### src/rtl/color_display_if.sv
// Colour stream between the game FSM (master) and the LED display (slave).
//   color_in, send_color : colour mask and its single-cycle push strobe
//   full, overflow       : FIFO status back to the game FSM
//   leds, busy, done     : display activity and end-of-playback pulse
interface color_display_if;
    logic [4:0] color_in;
    logic       send_color;
    logic       full;
    logic [4:0] leds;
    logic       busy;
    logic       done;
    logic       overflow;

    modport master (
        output color_in, send_color,
        input  full, leds, busy, done, overflow
    );

    modport slave (
        input  color_in, send_color,
        output full, leds, busy, done, overflow
    );
endinterface

### src/rtl/color_display.sv
// LED playback engine: buffers pushed colour masks in a small FIFO and shows
// each one for ON_CYCLES, followed by OFF_CYCLES of darkness. Pulses done
// once the last queued colour has finished its gap.
//   clk   : system clock, rising edge
//   reset : synchronous, active-high
//   bus   : colour push strobe in, LED drive / status out (slave side)
module color_display #(
    parameter int unsigned ON_CYCLES  = 12_500_000,
    parameter int unsigned OFF_CYCLES = 6_250_000,
    parameter int unsigned CNT_W      = 24,
    parameter int unsigned FIFO_AW    = 3
) (
    input  logic           clk,
    input  logic           reset,
    color_display_if.slave bus
);
    localparam int unsigned COLOR_W = 5;
    localparam int unsigned PTR_W   = FIFO_AW + 1;
    localparam int unsigned DEPTH   = 1 << FIFO_AW;

    typedef enum logic [1:0] {
        S_IDLE = 2'd0,
        S_ON   = 2'd1,
        S_OFF  = 2'd2
    } state_t;

    state_t               state, state_nxt;
    logic [CNT_W-1:0]     cnt, cnt_nxt;
    logic [COLOR_W-1:0]   leds_q, leds_nxt;
    logic                 done_q, done_nxt;
    logic                 overflow_q;
    logic [PTR_W-1:0]     rd_ptr, wr_ptr;
    logic [COLOR_W-1:0]   mem [DEPTH];

    logic                 empty_c;
    logic                 full_c;
    logic                 push_c;
    logic                 pop_c;
    logic                 cnt_zero_c;
    logic [COLOR_W-1:0]   head_c;

    // FIFO status from registered pointers; extra MSB separates full from empty
    assign empty_c    = (rd_ptr == wr_ptr);
    assign full_c     = (rd_ptr[FIFO_AW-1:0] == wr_ptr[FIFO_AW-1:0]) &&
                        (rd_ptr[FIFO_AW] != wr_ptr[FIFO_AW]);
    assign push_c     = bus.send_color && !full_c;
    assign cnt_zero_c = (cnt == '0);

    // A push into an empty FIFO on the last OFF cycle is forwarded straight to
    // the LEDs so playback continues without an IDLE detour.
    assign head_c = empty_c ? bus.color_in : mem[rd_ptr[FIFO_AW-1:0]];

    // State register and datapath registers
    always_ff @(posedge clk) begin
        if (reset) begin
            state      <= S_IDLE;
            cnt        <= '0;
            leds_q     <= '0;
            done_q     <= 1'b0;
            overflow_q <= 1'b0;
            rd_ptr     <= '0;
            wr_ptr     <= '0;
        end else begin
            state  <= state_nxt;
            cnt    <= cnt_nxt;
            leds_q <= leds_nxt;
            done_q <= done_nxt;
            if (bus.send_color && full_c) begin
                overflow_q <= 1'b1;
            end
            if (push_c) begin
                wr_ptr <= wr_ptr + PTR_W'(1);
            end
            if (pop_c) begin
                rd_ptr <= rd_ptr + PTR_W'(1);
            end
        end
    end

    // FIFO storage, not reset
    always_ff @(posedge clk) begin
        if (push_c && !reset) begin
            mem[wr_ptr[FIFO_AW-1:0]] <= bus.color_in;
        end
    end

    // Next-state logic
    always_comb begin
        state_nxt = state;
        case (state)
            S_IDLE: begin
                if (!empty_c) begin
                    state_nxt = S_ON;
                end
            end
            S_ON: begin
                if (cnt_zero_c) begin
                    state_nxt = S_OFF;
                end
            end
            S_OFF: begin
                if (cnt_zero_c) begin
                    state_nxt = (!empty_c || push_c) ? S_ON : S_IDLE;
                end
            end
            default: state_nxt = S_IDLE;
        endcase
    end

    // Output / datapath logic
    always_comb begin
        pop_c    = 1'b0;
        cnt_nxt  = cnt;
        leds_nxt = leds_q;
        done_nxt = 1'b0;
        case (state)
            S_IDLE: begin
                leds_nxt = '0;
                if (!empty_c) begin
                    pop_c    = 1'b1;
                    leds_nxt = head_c;
                    cnt_nxt  = CNT_W'(ON_CYCLES - 1);
                end
            end
            S_ON: begin
                if (cnt_zero_c) begin
                    leds_nxt = '0;
                    cnt_nxt  = CNT_W'(OFF_CYCLES - 1);
                end else begin
                    cnt_nxt = cnt - CNT_W'(1);
                end
            end
            S_OFF: begin
                leds_nxt = '0;
                if (cnt_zero_c) begin
                    if (!empty_c || push_c) begin
                        pop_c    = 1'b1;
                        leds_nxt = head_c;
                        cnt_nxt  = CNT_W'(ON_CYCLES - 1);
                    end else begin
                        done_nxt = 1'b1;
                    end
                end else begin
                    cnt_nxt = cnt - CNT_W'(1);
                end
            end
            default: begin
                leds_nxt = '0;
                cnt_nxt  = '0;
            end
        endcase
    end

    assign bus.full     = full_c;
    assign bus.leds     = leds_q;
    assign bus.done     = done_q;
    assign bus.overflow = overflow_q;
    assign bus.busy     = (state != S_IDLE) || !empty_c;
endmodule

### src/flat_wrapper.sv
// flat-port wrapper written by rule: the top's interface ports become plain ports
module color_display_flat 
#(
    parameter int unsigned ON_CYCLES  = 12_500_000,
    parameter int unsigned OFF_CYCLES = 6_250_000,
    parameter int unsigned CNT_W      = 24,
    parameter int unsigned FIFO_AW    = 3
)
  (clk, reset, bus_color_in, bus_send_color, bus_full, bus_leds, bus_busy, bus_done, bus_overflow);
  color_display_if bus_i ();
  input  logic clk;
  input  logic reset;
  input wire logic [$bits(bus_i.color_in)-1:0] bus_color_in;
  input wire logic [$bits(bus_i.send_color)-1:0] bus_send_color;
  output wire logic [$bits(bus_i.full)-1:0] bus_full;
  output wire logic [$bits(bus_i.leds)-1:0] bus_leds;
  output wire logic [$bits(bus_i.busy)-1:0] bus_busy;
  output wire logic [$bits(bus_i.done)-1:0] bus_done;
  output wire logic [$bits(bus_i.overflow)-1:0] bus_overflow;
  assign bus_i.color_in = bus_color_in;
  assign bus_i.send_color = bus_send_color;
  assign bus_full = bus_i.full;
  assign bus_leds = bus_i.leds;
  assign bus_busy = bus_i.busy;
  assign bus_done = bus_i.done;
  assign bus_overflow = bus_i.overflow;
  color_display #(.ON_CYCLES(ON_CYCLES), .OFF_CYCLES(OFF_CYCLES), .CNT_W(CNT_W), .FIFO_AW(FIFO_AW)) u_core (.clk(clk), .reset(reset), .bus(bus_i));
endmodule
### config.mk
export PLATFORM = sky130hd
export DESIGN_NAME = color_display_flat
export DESIGN_NICKNAME = d
export VERILOG_FILES = /design/src/rtl/color_display_if.sv /design/src/rtl/color_display.sv /design/src/flat_wrapper.sv
export SDC_FILE = /design/constraint.sdc
export NUM_CORES = 1
export LEC_CHECK = 0
export ABC_AREA = 1
export BUFFER_PORTS_ARGS = -buffer_cell sky130_fd_sc_hd__buf_2
export CORE_MARGIN = 2
export CORE_UTILIZATION = 30
export CTS_CLUSTER_DIAMETER = 80
export DETAILED_ROUTE_END_ITERATION = 12
export PLACE_DENSITY = 0.47
export SLEW_MARGIN = 10
export SYNTH_ARGS = -nofsm -noshare
export SYNTH_HDL_FRONTEND = slang
export SYNTH_SLANG_ARGS = --single-unit
### constraint.sdc
create_clock -name clk -period 1.8 [get_ports clk]
set_input_delay 0.27 -clock clk [delete_from_list [all_inputs] [get_ports clk]]
set_output_delay 0.27 -clock clk [all_outputs]
set_load 0.01 [all_outputs]
==> flow_metrics.env <==
export IMPL_numCtsBuffers=9
export IMPL_synth_simple_area_share_pct=29.0
export IMPL_core_area_um2=13700
export IMPL_final_period_utilization_pct=95.4
export IMPL_cts_setup_buffers=0
export IMPL_synth_nets=524
export IMPL_fin_skew_ns=0.00925
export IMPL_first_iter_violations=246
export IMPL_synth_compound_area_share_pct=11.8
export IMPL_hpwl_um=7520
export IMPL_fp_dieH_um=122
export IMPL_tightest_slew_ns=0.472
export IMPL_crit_type="flop to primary output"
export IMPL_grt_total_usage_pct=15.0
export IMPL_io_pins=17
export IMPL_synthArstFlopShare_pct=0
export IMPL_yosysWarningCount=0
export IMPL_maxSlewViolCount=0
export IMPL_critPathTopFamily="flip-flops"
export IMPL_slew_headroom_pct=68.4
export IMPL_synth_area_mux_share_pct=0
export IMPL_grt_pass1_vias=3474
export IMPL_cts_tree="done"
export IMPL_wl_per_cell_um=13.8
export IMPL_slowest_stage="dfxtp_1"
export IMPL_syn_to_final_growth_pct=21.5
export IMPL_critPathCaptureType="primary output"
export IMPL_cts_root_buffer="clkbuf_16"
export IMPL_rsz0062_at_grt="yes"
export IMPL_p_comb_share_pct=45.2
export IMPL_yosys_area_share_adder_pct=0.898
export IMPL_ir_drop_mv=0.575
export IMPL_syn_cell_area_um2=4180
export IMPL_crit_chain="xor2_1, nor2_1, nand2_2, clkinv_4, nand2_4, buf_2"
export IMPL_cap_violations=0
export IMPL_grt_max_degree=34
export IMPL_p_leak_nw=2.10
export IMPL_dieWidth_um=122
export IMPL_outcome="completed"
export IMPL_hold_path_class="input pin to flop"
export IMPL_globalRoute_totalOverflow=0
export IMPL_final_cells=748
export IMPL_vias=3553
export IMPL_cp_max_fo=7
export IMPL_nFillCells=1436
export IMPL_seq_power_share_pct=31.4
export IMPL_die_area_um2=14900
export IMPL_syn_inst=513
export IMPL_cp_start_kind="flop"
export IMPL_cp_num_buf_inv=2
export IMPL_powerDensity_nw_per_um2=1610
export IMPL_postSynthAreaPerCell_um2=8.14
export IMPL_pwr_share_clk_pct=23.3
export IMPL_drc=0
export IMPL_synth_xor_area_share_pct=3.14
export IMPL_setup_viol=0
export IMPL_synth_top_family_by_area="simple AND/OR/NAND/NOR gates"
export IMPL_htreeDepth=3
export IMPL_portBuffers=16
export IMPL_ys_types=34
export IMPL_power_switching_mw=3.37
export IMPL_min_period_ns=1.72
export IMPL_cts_sinks=84
export IMPL_sw_frac_of_total_pct=41.2
export IMPL_synth_seq_cells=84
export IMPL_place_inst=732
export IMPL_grt_first_pass_wirelength_um=17300
export IMPL_synth_edf_count=40
export IMPL_ys_seq_area_share_pct=49.8
export IMPL_initial_core_util_pct=30.5
export IMPL_internal_power_mw=4.80
export IMPL_dr_pass1_iters=4
export IMPL_crit_required_ns=1.53
export IMPL_vias_per_cell=4.75
export IMPL_drive_above_1_share_pct=20.1
export IMPL_clock_fmax_ghz=0.582
export IMPL_clkTransAtPathRegs_ns=0.07
export IMPL_antenna_found_initial=0
export IMPL_crit_arrival_ns=1.45
export IMPL_antenna_cells=0
export IMPL_antenna_left=0
export IMPL_clock_path_buffers=2
export IMPL_rows=43
export IMPL_yosys_most_used_dff="dfxtp_1"
export IMPL_dp_slack_ns=0.0755
export IMPL_tns_ns=0
export IMPL_setup_slack_ns=0.0824
export IMPL_gp_congestion=0.826
export IMPL_routed_wirelength_um=10400
export IMPL_fin_nets=574
export IMPL_cpPeakStageDelay_ns=0.39
export IMPL_clkLatencyLatePin_ns=0.34
export IMPL_hold_violations=0
==> power groups by stage <==
stage          clock network, mW  logic, mW  registers [mW]
2_1_floorplan                  0       2.52            2.56
3_3_place_gp                   0       3.59            2.60
3_5_place_dp                   0       3.59            2.60
4_1_cts                     1.96       3.62            2.56
5_1_grt                     2.04       4.16            2.62
6_report                    1.91       3.70            2.57
==> layout make-up <==
class | instances | area (um2) | share of cell area, %
Inverter | 36 | 143 | 2.81
Tap cell | 180 | 225 | 4.44
Sequential cell | 84 | 2080 | 41.1
Timing Repair Buffer | 54 | 394 | 7.76
Clock buffer | 9 | 225 | 4.44
Multi-Input combinational cell | 378 | 1920 | 37.9
Clock inverter | 7 | 80.1 | 1.58
==> stage by stage <==
step                      area [um2]  hold slack, ns  utilization [%]  power, mW
after floorplan                 4180           0.369                -       5.07
after detailed placement        4710           0.457             34.3       6.19
after global routing            5080           0.180             37.0       8.81
after global placement          4710           0.458             34.3       6.19
final                           5080           0.186             37.0       8.17
after CTS                       5020           0.186             36.6       8.14
==> per-layer routing <==
metal,share of wire (%),GRT usage (%)
met5,0,0
met4,1.4,5.24
met3,3.8,3.28
met2,44,22.6
met1,51,21.3
==> worst paths after layout <==
| check | from | end | slack [ns] | cells past startpoint |
|---|---|---|---|---|
| worst max-delay path | u_core.rd_ptr[3] | bus_busy | 0.08 | 6 |
| worst min-delay path | reset | u_core.bus.done | 0.19 | 2 |
| worst max register to register | u_core.rd_ptr[1] | u_core.mem[2][4] | 0.13 | 8 |
| worst min register to register | u_core.bus.leds[1] | u_core.bus.leds[1] | 0.47 | 2 |
==> repair_timing <==
item,CTS,global route
setup endpoints to repair,1,79
resized for setup,1,18
pin swaps,0,2
hold buffers,0,0
==> worst reg2reg max path: stages, from the launching register on <==
cell and delay [ns]:
dfxtp_1 0.39, xor2_1 0.17, nor2_1 0.08, nand3_1 0.08, nand2_1 0.07, inv_1 0.12, nand2_1 0.16, nor2_1 0.14
buf_4 0.17
==> cells in the final DEF, fill, tap and decap left out, types with 7 or more instances in the layout <==
master,count
a21oi_2,12
o211ai_1,11
nand4_1,7
nand2_1,126
o21ai_0,30
a21oi_1,24
clkbuf_16,9
edfxtp_1,40
dfxtp_1,42
inv_1,30
nor2_1,81
xor2_1,9
buf_4,35
nand3_1,36
buf_2,16
==> cells in the mapped netlist, types with 3 or more instances <==
master	number	share of area [%]
nand3_1	36	4.3
nand2_1	127	11
nand2_2	4	0.60
o21ai_0	31	3.7
a21oi_2	10	2.1
nand4_1	7	1.0
or2_2	3	0.45
ha_1	3	0.90
dfxtp_1	44	21
buf_6	3	0.81
a21oi_1	26	3.1
xor2_1	10	2.1
nor2_1	83	7.5
xnor2_1	5	1.0
clkbuf_1	9	0.81
inv_1	32	2.9
edfxtp_1	40	29
inv_2	3	0.27
o211ai_1	11	2.0
nand3_2	6	1.4
==> logic make-up after synthesis <==
group	after synthesis
buffers and inverters	51
adder cells (fa/ha/maj)	3
AO/OA/AOI/OAI	83
XOR/XNOR	15
flip-flops	84
AND/OR/NAND/NOR	277
==> sequential cells by signal, summed over array words and instances, names as in the netlist, named ones only <==
signal and flops:
u_core.mem 40, u_core.bus.leds 5, u_core.bus.done 1, u_core.rd_ptr 4, u_core.state 2, u_core.wr_ptr 4, u_core.cnt 24, u_core.bus.overflow 1
Power figures use the tool's default switching activity.
